### config.mk
export PLATFORM = sky130hd
export DESIGN_NAME = rssb_core
export DESIGN_NICKNAME = d
export VERILOG_FILES = /design/src/rtl/rssb_pkg.sv /design/src/rtl/rssb_alu.sv /design/src/rtl/rssb_core.sv
export SDC_FILE = /design/constraint.sdc
export NUM_CORES = 1
export LEC_CHECK = 0
export BUFFER_PORTS_ARGS = -buffer_cell sky130_fd_sc_hd__buf_2
export CAP_MARGIN = 20
export CORE_MARGIN = 2
export CORE_UTILIZATION = 25
export CTS_CLUSTER_SIZE = 28
export DETAILED_ROUTE_END_ITERATION = 8
export PLACE_DENSITY_LB_ADDON = 0.15
export SLEW_MARGIN = 20
export SYNTH_ARGS = -nofsm -noshare
export SYNTH_HDL_FRONTEND = slang
export SYNTH_SLANG_ARGS = --single-unit
### constraint.sdc
create_clock -name clk -period 3.71 [get_ports clk]
set_input_delay 0 -clock clk [delete_from_list [all_inputs] [get_ports clk]]
set_output_delay 0 -clock clk [all_outputs]
set_load 0.05 [all_outputs]
### src/rtl/rssb_pkg.sv
// Shared types and core-mapped address map for the RSSB word-wide core.
package rssb_pkg;

  typedef enum logic [2:0] {
    FETCH = 3'd0,
    LOAD  = 3'd1,
    EXEC  = 3'd2,
    STORE = 3'd3,
    HALT  = 3'd4
  } state_t;

  localparam int ADDR_PC   = 0;
  localparam int ADDR_ACC  = 1;
  localparam int ADDR_ZERO = 2;
  localparam int ADDR_IN   = 3;
  localparam int ADDR_OUT  = 4;

endpackage

### src/rtl/rssb_alu.sv
// Reverse subtract: r = m - acc, borrow set when acc > m.
module rssb_alu #(
  parameter int W = 8
) (
  input  logic [W-1:0] m,
  input  logic [W-1:0] acc,
  output logic [W-1:0] r,
  output logic         borrow
);

  logic [W:0] diff;

  assign diff   = {1'b0, m} - {1'b0, acc};
  assign r      = diff[W-1:0];
  assign borrow = diff[W];

endmodule

### src/rtl/rssb_core.sv
// One-instruction RSSB processor with external req/ack memory and core-mapped registers 0..4.
// Optional halt on operand HALT_ADDR is enabled with the RSSB_HALT_EN macro.
module rssb_core
  import rssb_pkg::*;
#(
  parameter int W         = 8,
  parameter int AW        = 8,
  parameter int RESET_PC  = 5,
  parameter int HALT_ADDR = 255
) (
  input  logic          clk,
  input  logic          rst,
  input  logic          ena,
  output logic          mem_req,
  output logic          mem_we,
  output logic [AW-1:0] mem_addr,
  output logic [W-1:0]  mem_wdata,
  input  logic [W-1:0]  mem_rdata,
  input  logic          mem_ack,
  input  logic [W-1:0]  in_data,
  input  logic          in_valid,
  output logic          in_ready,
  output logic [W-1:0]  out_data,
  output logic          out_valid,
  output logic          flag,
  output logic          halted,
  output state_t        state_dbg
);

`ifdef RSSB_HALT_EN
  localparam bit HALT_EN = 1'b1;
`else
  localparam bit HALT_EN = 1'b0;
`endif

  // Memory handshake: mem_req is registered and held with mem_we/mem_addr/mem_wdata
  // unchanged until a cycle with mem_ack=1; that cycle completes the access.
  // Input handshake: in_data is consumed in the cycle where in_valid && in_ready.

  state_t        state_q, state_d;
  logic [AW-1:0] pc_q, pc_d;
  logic [W-1:0]  acc_q, acc_d;
  logic [AW-1:0] a_q, a_d;
  logic [W-1:0]  m_q, m_d;
  logic          flag_q, flag_d;
  logic          halted_q, halted_d;
  logic          mem_req_q, mem_req_d;
  logic          mem_we_q, mem_we_d;
  logic [AW-1:0] mem_addr_q, mem_addr_d;
  logic [W-1:0]  mem_wdata_q, mem_wdata_d;
  logic [W-1:0]  out_data_q, out_data_d;
  logic          out_valid_q, out_valid_d;

  logic [W-1:0]  alu_r;
  logic          alu_borrow;
  logic          acked;
  logic [AW-1:0] fetched;
  logic [AW-1:0] pc_exec;
  logic          sel_pc, sel_acc, sel_zero, sel_in, sel_out, sel_halt;

  function automatic logic is_halt(input logic [AW-1:0] addr);
    return HALT_EN && (addr == AW'(HALT_ADDR));
  endfunction

  function automatic logic is_ext(input logic [AW-1:0] addr);
    return (addr > AW'(ADDR_OUT)) && !is_halt(addr);
  endfunction

  rssb_alu #(.W(W)) u_alu (
    .m      (m_q),
    .acc    (acc_q),
    .r      (alu_r),
    .borrow (alu_borrow)
  );

  assign acked    = mem_req_q & mem_ack;
  assign fetched  = mem_rdata[AW-1:0];
  assign sel_halt = is_halt(a_q);
  assign sel_pc   = (a_q == AW'(ADDR_PC));
  assign sel_acc  = (a_q == AW'(ADDR_ACC));
  assign sel_zero = (a_q == AW'(ADDR_ZERO));
  assign sel_in   = (a_q == AW'(ADDR_IN));
  assign sel_out  = (a_q == AW'(ADDR_OUT));

  // A jump through address 0 replaces pc outright, so the skip is ignored there.
  assign pc_exec = sel_pc ? alu_r[AW-1:0]
                          : pc_q + (alu_borrow ? AW'(2) : AW'(1));

  always_comb begin
    state_d     = state_q;
    pc_d        = pc_q;
    acc_d       = acc_q;
    a_d         = a_q;
    m_d         = m_q;
    flag_d      = flag_q;
    halted_d    = halted_q;
    mem_req_d   = mem_req_q;
    mem_we_d    = mem_we_q;
    mem_addr_d  = mem_addr_q;
    mem_wdata_d = mem_wdata_q;
    out_data_d  = out_data_q;
    out_valid_d = 1'b0;

    unique case (state_q)
      FETCH: begin
        if (mem_req_q) begin
          if (mem_ack) begin
            a_d     = fetched;
            state_d = LOAD;
            // Launch the operand read straight away to save a cycle.
            if (is_ext(fetched)) begin
              mem_req_d  = 1'b1;
              mem_we_d   = 1'b0;
              mem_addr_d = fetched;
            end else begin
              mem_req_d = 1'b0;
            end
          end
        end else if (ena) begin
          mem_req_d  = 1'b1;
          mem_we_d   = 1'b0;
          mem_addr_d = pc_q;
        end
      end

      LOAD: begin
        if (sel_halt) begin
          state_d   = HALT;
          halted_d  = 1'b1;
          mem_req_d = 1'b0;
        end else if (sel_pc) begin
          m_d     = W'(pc_q);
          state_d = EXEC;
        end else if (sel_acc) begin
          m_d     = acc_q;
          state_d = EXEC;
        end else if (sel_zero) begin
          m_d     = '0;
          state_d = EXEC;
        end else if (sel_in) begin
          if (in_valid) begin
            m_d     = in_data;
            state_d = EXEC;
          end
        end else if (sel_out) begin
          m_d     = out_data_q;
          state_d = EXEC;
        end else if (acked) begin
          m_d       = mem_rdata;
          mem_req_d = 1'b0;
          state_d   = EXEC;
        end
      end

      EXEC: begin
        acc_d  = alu_r;
        flag_d = alu_borrow;
        pc_d   = pc_exec;
        if (sel_out) begin
          out_data_d  = alu_r;
          out_valid_d = 1'b1;
        end
        if (is_ext(a_q)) begin
          state_d     = STORE;
          mem_req_d   = 1'b1;
          mem_we_d    = 1'b1;
          mem_addr_d  = a_q;
          mem_wdata_d = alu_r;
        end else begin
          state_d   = FETCH;
          mem_req_d = ena;
          mem_we_d  = 1'b0;
          if (ena) mem_addr_d = pc_exec;
        end
      end

      STORE: begin
        if (acked) begin
          state_d   = FETCH;
          mem_req_d = ena;
          mem_we_d  = 1'b0;
          if (ena) mem_addr_d = pc_q;
        end
      end

      HALT: begin
        mem_req_d = 1'b0;
      end

      default: begin
        state_d   = FETCH;
        mem_req_d = 1'b0;
      end
    endcase
  end

  always_ff @(posedge clk) begin
    if (rst) begin
      state_q     <= FETCH;
      pc_q        <= AW'(RESET_PC);
      acc_q       <= '0;
      a_q         <= '0;
      m_q         <= '0;
      flag_q      <= 1'b0;
      halted_q    <= 1'b0;
      mem_req_q   <= 1'b0;
      mem_we_q    <= 1'b0;
      mem_addr_q  <= '0;
      mem_wdata_q <= '0;
      out_data_q  <= '0;
      out_valid_q <= 1'b0;
    end else begin
      state_q     <= state_d;
      pc_q        <= pc_d;
      acc_q       <= acc_d;
      a_q         <= a_d;
      m_q         <= m_d;
      flag_q      <= flag_d;
      halted_q    <= halted_d;
      mem_req_q   <= mem_req_d;
      mem_we_q    <= mem_we_d;
      mem_addr_q  <= mem_addr_d;
      mem_wdata_q <= mem_wdata_d;
      out_data_q  <= out_data_d;
      out_valid_q <= out_valid_d;
    end
  end

  assign in_ready  = (state_q == LOAD) && sel_in && !sel_halt && in_valid;
  assign mem_req   = mem_req_q;
  assign mem_we    = mem_we_q;
  assign mem_addr  = mem_addr_q;
  assign mem_wdata = mem_wdata_q;
  assign out_data  = out_data_q;
  assign out_valid = out_valid_q;
  assign flag      = flag_q;
  assign halted    = HALT_EN ? halted_q : 1'b0;
  assign state_dbg = state_q;

endmodule

; ---- After elaboration in Yosys (flattened, before gate mapping)
; Index checks and enable logic that the tools add are counted.
[totals]
out_inout_bits = 33
reg_bits = 63
inputBits = 21
elab_cells = 107
[op_classes]
n_reduce_logical = 15
n_addsub = 2
eq_ne = 24
mux = 49
bitwise = 3
order_cmp = 2
[ops]
columns = op, n
row1 = two-way mux 8 bit, 15
row2 = two-way mux 3 bit, 10
row3 = one-hot mux 8 bit (3 select lines), 1
row4 = two-way mux 1 bit, 18
row5 = != test 2 bit (second input constant), 9
row6 = == test 8 x 2 -> 1 bit (second input constant), 2
row7 = > comparator 8 x 3 -> 1 bit (second input constant), 2
row8 = one-hot mux 3 bit (5 select lines), 1
row9 = != test 3 bit (second input constant), 4
row10 = AND reduction 5 bit, 2
row11 = subtractor 8 x 8 -> 9 bit, 1
row12 = adder 8 x 2 -> 8 bit, 1
row13 = == test 8 x 1 -> 1 bit (second input constant), 1
row14 = == test 8 x 3 -> 1 bit (second input constant), 1
row15 = logical NOT 8 bit, 1
row16 = != test 7 bit (second input constant), 1
row17 = AND reduction 7 bit, 1
row18 = == test 3 x 2 -> 1 bit (second input constant), 2
row19 = != test 6 bit (second input constant), 1
row20 = AND reduction 3 bit, 2
row21 = AND reduction 6 bit, 1
row22 = nonzero test 6 bit, 1
row23 = != test 5 bit (second input constant), 1
row24 = two-way mux 2 bit, 2
row25 = other kinds (11), 14

; ---- Depth between registers and ports, before layout
; Gate-level depths: netlist (run 1).
[logic_depth]
depth_word = 8
ltp_mapped = 17
ltp_nobuf = 17

; ---- Hierarchy
; Synthesis (run 1) repeated with hierarchy kept, for this count alone.
[hier_totals]
hier_cells = 503
hier_area_um2 = 4021.4
[by_module_without_submodules]
columns = module, instances, cells_each, area_per_inst_um2, seq_area_each_um2
row1 = rssb_core, 1, 455, 3667.3, 1241.2
row2 = rssb_alu, 1, 48, 354.1, 0.0

; ---- Least setup slack after synthesis (run 1)
; No wires, ideal clock.
[synth_path]
path_kind = register to register
from = register acc_q[0]
to = register mem_addr_q[4], in the netlist mem_addr[4]
required_time_ns = 3.579
path_buffers = 0
period_less_slack_ns = 3.221
path_stages_with_launch = 16
setup_time_ns = 0.131
path_slack_ns = 0.489
arrival_ns = 3.090
path_cell_list = dfxtp_1 > ha_1 > inv_1 > fa_1 > a211oi_1 > o21bai_1 > a21oi_1 > o21bai_1 > a21o_1 > ha_1 > fa_1 > nand3_1 > xnor2_1 > mux2_2 > a211oi_1 > a21oi_1
[synth_via]
elab_chain_len = 7
[synth_lines]
columns = element, line
row1 = from (decl), rssb_core.sv:42  ; logic [W-1:0] acc_q, acc_d;
row2 = from (signal assigned), rssb_core.sv:201  ; acc_q <= '0;
row3 = from (signal assigned), rssb_core.sv:215  ; acc_q <= acc_d;
row4 = subtractor 8 x 8 -> 9 bit (*), rssb_alu.sv:13  ; assign diff = {1'b0, m} - {1'b0, acc};
row5 = two-way mux 2 bit, rssb_core.sv:87  ; : pc_q + (alu_borrow ? AW'(2) : AW'(1));
row6 = adder 8 x 2 -> 8 bit, rssb_core.sv:87
row7 = two-way mux 8 bit (*), rssb_core.sv:86  ; assign pc_exec = sel_pc ? alu_r[AW-1:0]
row8 = two-way mux 8 bit (*), rssb_core.sv:173  ; if (ena) mem_addr_d = pc_exec;
row9 = two-way mux 8 bit (*), rssb_core.sv:163  ; if (is_ext(a_q)) begin
row10 = one-hot mux 8 bit (3 select lines) (*), rssb_core.sv:104  ; unique case (state_q)
row11 = to (signal assigned), rssb_core.sv:222  ; mem_addr_q <= mem_addr_d;
row12 = to (decl), rssb_core.sv:49  ; logic [AW-1:0] mem_addr_q, mem_addr_d;
; Mark *: on every way between the ends. The rest lies on a longest branch, timed or not. The select of a mux whose other input is x is not followed.
; A chain may end at the register's enable or synchronous reset.

; ---- Worst setup path after layout (run 1)
; Ends and elaborated chain as after synthesis.

==> impl_results.md, run 1 <==
* Clock Path Buffers at 2
* Initial core utilization at 0.255
* Slew Viols, Final at 0
* Sequential area share after synthesis at 0.320
* Drt via density at 5.20
* Fillers at about 1600
* Worst Reg-to-Reg Cells at 15
* Max-Cap Viols at 0
* P_leak at 0.00192 uW
* Arr. time, crit path at about 3.6 ns
* P&R area growth vs syn at 19.7%
* Drt total wl at approximately 14000 um
* DRT iter0 DRCs at ~280
* Die Span Y at about 130 um
* Hold slack at -0.000856 ns
* Gr ovfl total at 0
* Design area at approximately 4600 sq um
* Multi-input logic area at approximately 2400 sq um
* Worst skew pair latency at 0.35 ns
* Placed cell count at 695
* Core Rows at 45
* Largest net degree at the start of global routing at between 40 and 50
* Yosys reg bits at 62
* Total number of H-tree levels at 3
* Status: complete, but fails checks
* CTS tree: built
* Initial antenna violation count at 0
* Min Tclk post-route at roughly 3.4 ns
* Post-CTS Repair Setup Buffers at 0
* Slew margin rel. at 0.452
* Final GP Congestion at 0.819
* Reg area at between 1000 and 1500 sq um
* Final net count at 560
* Setup total negative slack at 0 ns
* Crit Path Class: reg -> reg
* Hold Vio Cnt, Final at 1
* Total track usage at 0.173
* Vias in the first global route at ~3600
* Ys async rst share at 0
* Peak Freq at between 0.2 and 0.3 GHz
* Antenna Cells at 0
* Cell Pwr Density at 829 nW/um^2
* Post-DRT Antenna Nets at 0
* Peak VDD IR at about 0.34 mV
* DPL Wire Length at about 10000 um
* Post-synth EDFFs at 0
* Top_reg_cell synth: dfxtp_1
* Worst Clk Skew at 0.00970 ns
* Die X at 129 um
* Syn. warnings at 0
* Core ar. at 15200 sq um
* Hold Crit Class: in -> reg
* Final Setup Violations at 0
* Dpl cell area at approximately 4300 sq um
* Crit. End Element: register
* WHS Path Cells at 3
* Die area at roughly 17000 sq um
* First-pass DRT Iterations at 5
* First-pass GRT wire length at roughly 21000 um
* Via Count at between 3000 and 4000
* Final period util at 0.914
* Mapped cell area at ~3900 sq um
* Clock sink count at 62
* Number of buffers created by CTS at 9
* Number of remaining DRC errors at 0
* Least-Margin Pin Slew at 0.821 ns
* Crit path launch type: register
* Netlist cell types at 58
* Clk pin slew, worst setup/hold paths at 0.06 ns
* Crit Path Max Fanout at 5
* Req. time, crit path at between 3 and 4 ns
* Failing checks: negative hold slack
* I/O pins at 54
* RSZ-0062 raised after global routing: false
* Cells after Synth at between 400 and 500
* Root Buffer: clkbuf_16
* IO buf count at slightly above 50
* DR WL/cell at just under 20 um
* Cell Count, Final, Fillers Out at 715
* Avg Inst Size Synth at 8.07 sq um
* Layout cells sized above 1 at 0.171
==> metrics by stage <==
stage                     power (uW)   util  worst slack (ns)
after floorplan                 2360      -             0.489
after global placement          2930  0.283             0.269
after detailed placement        2940  0.283             0.250
after CTS                       3840  0.305             0.219
after global routing            4130  0.306            0.0450
final                           3850  0.306             0.319
==> state kept, by name, summed over array words and instances, names as in the netlist <==
| register | cells |
|---|---|
| acc_q | 8 |
| a_q | 8 |
| flag | 1 |
| mem_we | 1 |
| state_dbg | 2 |
| m_q | 8 |
| mem_req | 1 |
| mem_addr | 8 |
| out_data | 8 |
| pc_q | 8 |
| mem_wdata | 8 |
| out_valid | 1 |
==> where the power goes <==
part           internal, uW  total [uW]  switching (uW)
registers               763         901             137
logic                   749        2080            1330
clock network           553         876             323
==> metal layers <==
metal | track usage | vias to the layer above | part of all wire
met5 | 0 | - | 0
met4 | 0.0537 | 0 | 0.013
met3 | 0.0358 | 14 | 0.051
met2 | 0.274 | 106 | 0.45
met1 | 0.238 | 1774 | 0.48
li1 | - | 1822 | -
==> what timing repair did <==
action / 4_1_cts / 5_1_grt
endpoints found under the setup margin: 0 / 3
gates resized for setup: 0 / 3
hold buffers: 4 / 0
endpoints found under the hold margin: 4 / 0
==> synthesized netlist by cell type, drive strengths merged, types with 2 or more instances <==
library cell | instances | area share
nand3b | 3 | 0.0058
clkbuf | 29 | 0.028
o21bai | 2 | 0.0039
nor3 | 7 | 0.0090
ha | 15 | 0.048
and2 | 2 | 0.0032
inv | 20 | 0.019
xnor2 | 10 | 0.023
nand3 | 8 | 0.010
o221ai | 3 | 0.0068
a21o | 4 | 0.0077
and4 | 2 | 0.0052
fa | 2 | 0.010
and3 | 3 | 0.0048
o211ai | 4 | 0.0077
a31oi | 15 | 0.028
a32o | 8 | 0.021
nor2 | 67 | 0.065
a221o | 8 | 0.021
o21a | 2 | 0.0039
mux2 | 2 | 0.0058
o22ai | 3 | 0.0048
nor4 | 2 | 0.0032
nand2 | 39 | 0.038
a2bb2oi | 2 | 0.0045
or3 | 2 | 0.0032
a211oi | 14 | 0.027
o21ai | 48 | 0.062
buf | 7 | 0.012
nand2b | 2 | 0.0052
dfxtp | 62 | 0.32
a21oi | 20 | 0.026
o31a | 2 | 0.0045
o221a | 3 | 0.0087
mux2i | 42 | 0.11
==> cells in the final DEF, fill, tap and decap left out, types with 14 or more instances in the layout <==
master and instances:
o21ai_0 47, nand2_1 39, a211oi_1 14, buf_2 51, inv_1 20, a21oi_1 18, dfxtp_1 62, ha_1 15
nor2_1 67, a31oi_1 14, mux2i_1 42
==> cell families (layout without fill, tap and decap cells) <==
| family | after synthesis | after routing | synth area share |
|---|---|---|---|
| compound gates | 146 | 146 | 0.255 |
| simple gates | 144 | 144 | 0.168 |
| other cells | 1 | 2 | 0.000966 |
| flops | 62 | 62 | 0.320 |
| fa+ha+maj | 17 | 17 | 0.0587 |
| buf+inv | 56 | 101 | 0.0593 |
| xor+xnor | 11 | 11 | 0.0248 |
| mux | 44 | 44 | 0.114 |
==> cell type report <==
cell class	instances	area share
multi-input combinational	364	0.522
tap	188	0.0506
inverter	20	0.0162
clock buffer	12	0.0552
sequential	62	0.267
timing repair buffer	65	0.0797
clock inverter	4	0.00969
==> worst paths after layout <==
| kind | end | slack (ns) | from |
|---|---|---|---|
| setup / recovery | mem_addr[4] | 0.32 | acc_q[0] |
| hold / removal | a_q[3] | -0.0009 | mem_rdata[3] |
| setup reg to reg | mem_addr[4] | 0.32 | acc_q[0] |
| hold reg to reg | mem_we | 0.46 | mem_we |
==> worst max-delay path, stage by stage, from the launching register on <==
cell,delay (ns)
dfxtp_1,0.38
ha_1,0.18
inv_1,0.05
fa_1,0.42
a211oi_1,0.23
o21bai_1,0.13
a21oi_2,0.18
o21bai_1,0.08
a21o_1,0.21
ha_1,0.22
fa_2,0.40
nand3_1,0.12
xnor2_1,0.06
mux2_2,0.28
a211oi_1,0.23
a21oi_1,0.09
Power figures use the tool's default switching activity.
==> inputs of run 2 (changes only) <==
==> constraint.sdc (replaced) <==
create_clock -name clk -period 3.71 [get_ports clk]
set_input_delay 0.742 -clock clk [delete_from_list [all_inputs] [get_ports clk]]
set_output_delay 0.742 -clock clk [all_outputs]
set_load 0.05 [all_outputs]
==> run 2 against run 1 <==
Against the previous run:
- the run now ends clean
- largest power group unchanged
- combinational power hardly changed
- global-route usage fell by 0.24 points
- maximum frequency is 1.9% lower
==> impl_results.md, run 2 (synthesis results as in run 1) <==
* Arr. time, crit path at around 3.7 ns
* Post-CTS Repair Setup Buffers at 0
* Top delay family on crit path: adder cells
* Crit path launch type: register
* P_leak at 0.00191 uW
* Slowest Stage Delay on Critical Path at between 0.4 and 0.5 ns
* Largest net degree at the start of global routing at 44
* Final period util at 0.932
* Final Setup Violations at 0
* RSZ-0062 raised after global routing: false
* Root Buffer: clkbuf_16
* Die area at 16500 sq um
* Peak VDD IR at between 0.3 and 0.4 mV
* Sw frac at 0.469
* Initial antenna violation count at 0
* Die Span Y at approximately 130 um
* Clock Path Buffers at 2
* Fillers at around 1700
* Req. time, crit path at a little under 4 ns
* Hold Crit Class: reg -> reg
* Worst Clk Skew at 0.00574 ns
* Layout cells sized above 1 at 0.175
* DPL Wire Length at just under 10000 um
* I/O pins at between 50 and 60
* Via Count at 3663
* Die X at roughly 130 um
* Vias in the first global route at 3522
* Worst skew pair latency at 0.34 ns
* Total track usage at 0.171
* Place WS at approximately 0.2 ns
* Slowest cell on crit path: fa_1
* Crit Path Class: reg -> reg
* Slew margin rel. at 0.422
* Least-Margin Pin Slew at approximately 0.86 ns
* CP Buf/Inv Count at 1
* Total number of H-tree levels at 3
* First-pass DRT Iterations at 5
* Hold_buf cts at 0
* IO buf count at just over 50
* Sequential share of power at 0.238
* Hold Vio Cnt, Final at 0
* WHS Path Cells at 2
* Final GP Congestion at 0.819
* Final net count at around 560
* Min-delay src: mem_we
* Hold EP: mem_we
* Crit Path Max Fanout at 5
* DR WL/cell at ~19 um
* Initial core utilization at 0.255
* Worst Reg-to-Reg Cells at 15
* CTS tree: built
* Most frequent cells in the layout: nor2_1, dfxtp_1, buf_2
* Antenna Cells at 0
* Max-Cap Viols at 0
* Crit. End Element: register
* Reg area at ~1200 sq um
* Crit path from: acc_q[0]
* Post-DRT Antenna Nets at 0
* Commonest non-fill, non-tap cell in the layout: nor2_1
* Clk pin slew, worst setup/hold paths at roughly 0.06 ns
* P&R area growth vs syn at 18.6%
* R2R Setup Slk at around 0.25 ns
* Status: finished clean
* Clock sink count at between 60 and 70
* RR Endpoint: mem_addr[4]
* Min Tclk post-route at approximately 3.5 ns
* Drt total wl at around 14000 um
* Core ar. at approximately 15000 sq um
* Slew Viols, Final at 0
* Multi-input logic area at 2420 sq um
* Clk pwr share at 0.215
* Pint at just over 2000 uW
* Combinational share of power at 0.547
* Drt via density at between 5 and 6
* Cells along the critical path: ha_1, inv_1, fa_1, a211oi_1, o21bai_1, a21oi_1, o21bai_1, a21o_1, ha_1, fa_2, nand3_1, xnor2_1, mux2_2, a211oi_1, a21oi_1
* Hold slack at roughly 0.46 ns
* WP depth at 15
* Number of remaining DRC errors at 0
* Post-CTS Resized at 0
* DRT iter0 DRCs at approximately 280
* Gr ovfl total at 0
* R2r startpoint: acc_q[0]
* Final setup margin at 0.254 ns
* Setup total negative slack at 0 ns
* Number of buffers created by CTS at 9
* Core Rows at 45
* Peak Freq at between 0.2 and 0.3 GHz
* First-pass GRT wire length at around 21000 um
* Cell Pwr Density at a little over 800 nW/um^2
* Total net switching power at about 1800 uW
## run 2: cell count changes in the layout (fill, tap and decap cells not counted), sizes merged
cell         change
bufinv           -1
dlygate4sd3      -4
buf              +2
clkinv           +1
## run 2: worst max path at each step
stage | slack (ns) | end
floorplan | 0.49 | mem_addr[4]
global placement | 0.26 | mem_addr[4]
detailed placement | 0.20 | mem_addr[4]
CTS | 0.18 | mem_addr[4]
global route | 0.01 | mem_addr[4]
finish | 0.25 | mem_addr[4]
## run 2: per-stage QoR
step	cells	power, uW	area [sq um]	util
2_1_floorplan	482	2360	3890	-
3_3_place_gp	697	2950	4310	0.284
3_5_place_dp	697	2950	4310	0.284
4_1_cts	713	3780	4600	0.302
5_1_grt	713	4060	4600	0.303
6_report	713	3790	4600	0.303
## run 2: per-layer routing
| layer | global-route usage | up-vias | part of all wire |
|---|---|---|---|
| met5 | 0 | - | 0 |
| met4 | 0.0428 | 0 | 0.016 |
| met3 | 0.0491 | 14 | 0.054 |
| met2 | 0.270 | 91 | 0.45 |
| met1 | 0.231 | 1737 | 0.48 |
| li1 | - | 1821 | - |
## run 2: layout make-up
type	instances	share of cell area
Clock buffer	12	0.0579
Clock inverter	4	0.00435
Inverter	20	0.0163
Multi-Input combinational cell	364	0.526
Sequential cell	62	0.270
Tap cell	188	0.0511
Timing Repair Buffer	63	0.0750
## run 2: power by group through the flow
stage	registers (uW)	logic (uW)	clock network, uW
CTS	903	2040	838
global placement	913	2040	0
floorplan	982	1370	0
finish	903	2070	813
detailed placement	917	2040	0
global route	919	2270	871
## run 2: worst reg2reg max path, cell delays in order (launching register included)
cell and delay [ns]:
dfxtp_1 0.37, ha_1 0.18, inv_1 0.05, fa_1 0.41
a211oi_1 0.26, o21bai_1 0.11, a21oi_1 0.22, o21bai_1 0.10
a21o_1 0.22, ha_1 0.23, fa_2 0.41, nand3_1 0.12
xnor2_1 0.07, mux2_2 0.28, a211oi_1 0.23, a21oi_1 0.09
==> inputs of run 3 (changes only) <==
- CORE_MARGIN: 2 -> 4
- SKIP_LAST_GASP: not set -> 1
==> run 3 against run 2 <==
Against the previous run:
- utilization up 0.31 points
- via count grew 0.27%
- setup slack gained 0.043 ns
- count of clock-buffer cells in the layout fell by 1
- worst hold slack got worse by 0.0072 ns
- clock skew fell by 0.0018 ns
- critical path depth stayed put
- final cell count did not move
- highest routed layer unchanged
- sequential power barely moved
- global-route usage is 1.3 points lower
==> impl_results.md, run 3 (synthesis results as in run 1) <==
* Cell Pwr Density at between 800 and 900 nW/um^2
* Worst Clk Skew at around 0.0040 ns
* Min-delay src: mem_we
* Clock sink count at 62
* DPL Wire Length at approximately 10000 um
* WL met3 at roughly 700 um
* Final core occ at 0.306
* Hold Vio Cnt, Final at 0
* Total track usage at 0.158
* Final net count at around 560
* Cells along the critical path: ha_1, inv_1, fa_1, a211oi_1, o21bai_1, a21oi_2, o21bai_1, a21o_1, ha_1, fa_2, nand3_1, xnor2_1, mux2_2, a211oi_1, a21oi_1
* Multi-input logic area at 2420 sq um
* Placed cell count at ~700
* Post-CTS Resized at 0
* Final GP Congestion at 0.831
* IO buf count at 51
* Post-DRT Antenna Nets at 0
* Final Setup Violations at 0
* Layout cells sized above 1 at 0.177
* Initial antenna violation count at 0
* P&R area growth vs syn at 19.8%
* Arr. time, crit path at around 3.6 ns
* Slew Viols, Final at 0
* Crit path launch type: register
* Root Buffer: clkbuf_16
* First-pass DRT Iterations at 6
* Gr ovfl total at 0
* I/O pins at 54
* Clock Path Buffers at 2
* First-pass GRT wire length at about 21000 um
* Slew margin rel. at 0.448
* Hold EP: mem_we
* Commonest non-fill, non-tap cell in the layout: nor2_1
* Antenna Cells at 0
* Initial core utilization at 0.255
* RR Endpoint: mem_addr[4]
* Req. time, crit path at 3.93 ns
* Clk pin slew, worst setup/hold paths at approximately 0.05 ns
* Hold_buf cts at 0
* CTS tree: built
* Core Rows at 45
* R2r startpoint: acc_q[0]
* RSZ-0062 raised after global routing: false
* Peak Freq at a little under 0.3 GHz
* Min Tclk post-route at 3.41 ns
* Final period util at 0.920
* Peak VDD IR at roughly 0.29 mV
* Drt total wl at between 10000 and 15000 um
* Via Count at 3673
* Setup total negative slack at 0 ns
* Largest net degree at the start of global routing at 44
* Top sig layer: met4
* Total number of H-tree levels at 3
* Crit. End Element: register
* Slowest cell on crit path: fa_1
* Fillers at 1647
* Worst Reg-to-Reg Cells at 15
* Die X at about 130 um
* Cell Count, Final, Fillers Out at 713
* Status: finished clean
* Die area at roughly 18000 sq um
* Vias in the first global route at between 3000 and 4000
* Core ar. at between 15000 and 20000 sq um
* Least-Margin Pin Slew at just over 0.8 ns
* Crit Path Max Fanout at 5
* DR WL/cell at 19.2 um
* Reg area at around 1200 sq um
* Crit Path Class: reg -> reg
* M1 wire length at around 6800 um
* P_leak at roughly 0.0019 uW
* Drt via density at 5.15
* Hold slack at between 0.4 and 0.5 ns
* Most frequent cells in the layout: nor2_1, dfxtp_1, buf_2
* WHS Path Cells at 2
* Hold Crit Class: reg -> reg
* Die Span Y at around 130 um
* DRT iter0 DRCs at just over 300
* Slowest Stage Delay on Critical Path at between 0.4 and 0.5 ns
* Number of remaining DRC errors at 0
* R2R Setup Slk at approximately 0.3 ns
* Post-CTS Repair Setup Buffers at 0
* Routed length on met2 at between 6000 and 7000 um
* Worst skew pair latency at roughly 0.34 ns
* Max-Cap Viols at 0
* Number of buffers created by CTS at 9
## run 3: routing by layer
metal,vias up,track usage
met5,-,0
met4,0,0.0439
met1,1723,0.217
met2,116,0.243
met3,10,0.0445
li1,1824,-
## run 3: critical path, delay by kind of cell, from the launching register on
family,cells,cell delay [ns]
adder cells (fa/ha/maj),4,1.22
multiplexers,1,0.28
XOR/XNOR,1,0.07
flip-flops,1,0.37
AO/OA/AOI/OAI,7,1.18
AND/OR/NAND/NOR,1,0.12
buffers and inverters,1,0.05
## run 3: worst max path at each step
stage,startpoint,end,slack (ns),depth (start not counted)
6_report,acc_q[0],mem_addr[4],0.30,15
5_1_grt,acc_q[0],pc_q[7],0.005,14
4_1_cts,acc_q[0],mem_addr[4],0.16,15
3_5_place_dp,acc_q[0],mem_addr[4],0.18,15
3_3_place_gp,acc_q[0],mem_addr[4],0.28,15
2_1_floorplan,acc_q[0],mem_addr[4],0.49,15
## run 3: final cells by class
type | count | area share
flip-flops and latches | 62 | 0.267
multi-input cells | 364 | 0.521
inverters | 20 | 0.0161
clock buffers | 11 | 0.0543
clock inverters | 4 | 0.0151
repair buffers | 64 | 0.0758
well taps | 188 | 0.0506
## run 3: power by group
group	switching (uW)	internal [uW]
combinational	1320	747
clock	306	618
sequential	139	763
total	1760	2130
## run 3: metrics by stage
| stage | total power [uW] | setup WS [ns] | area (sq um) |
|---|---|---|---|
| 2_1_floorplan | 2360 | 0.489 | 3890 |
| 3_3_place_gp | 2930 | 0.285 | 4320 |
| 3_5_place_dp | 2940 | 0.183 | 4320 |
| 4_1_cts | 3890 | 0.165 | 4640 |
| 5_1_grt | 4190 | 0.00475 | 4650 |
| 6_report | 3890 | 0.297 | 4650 |
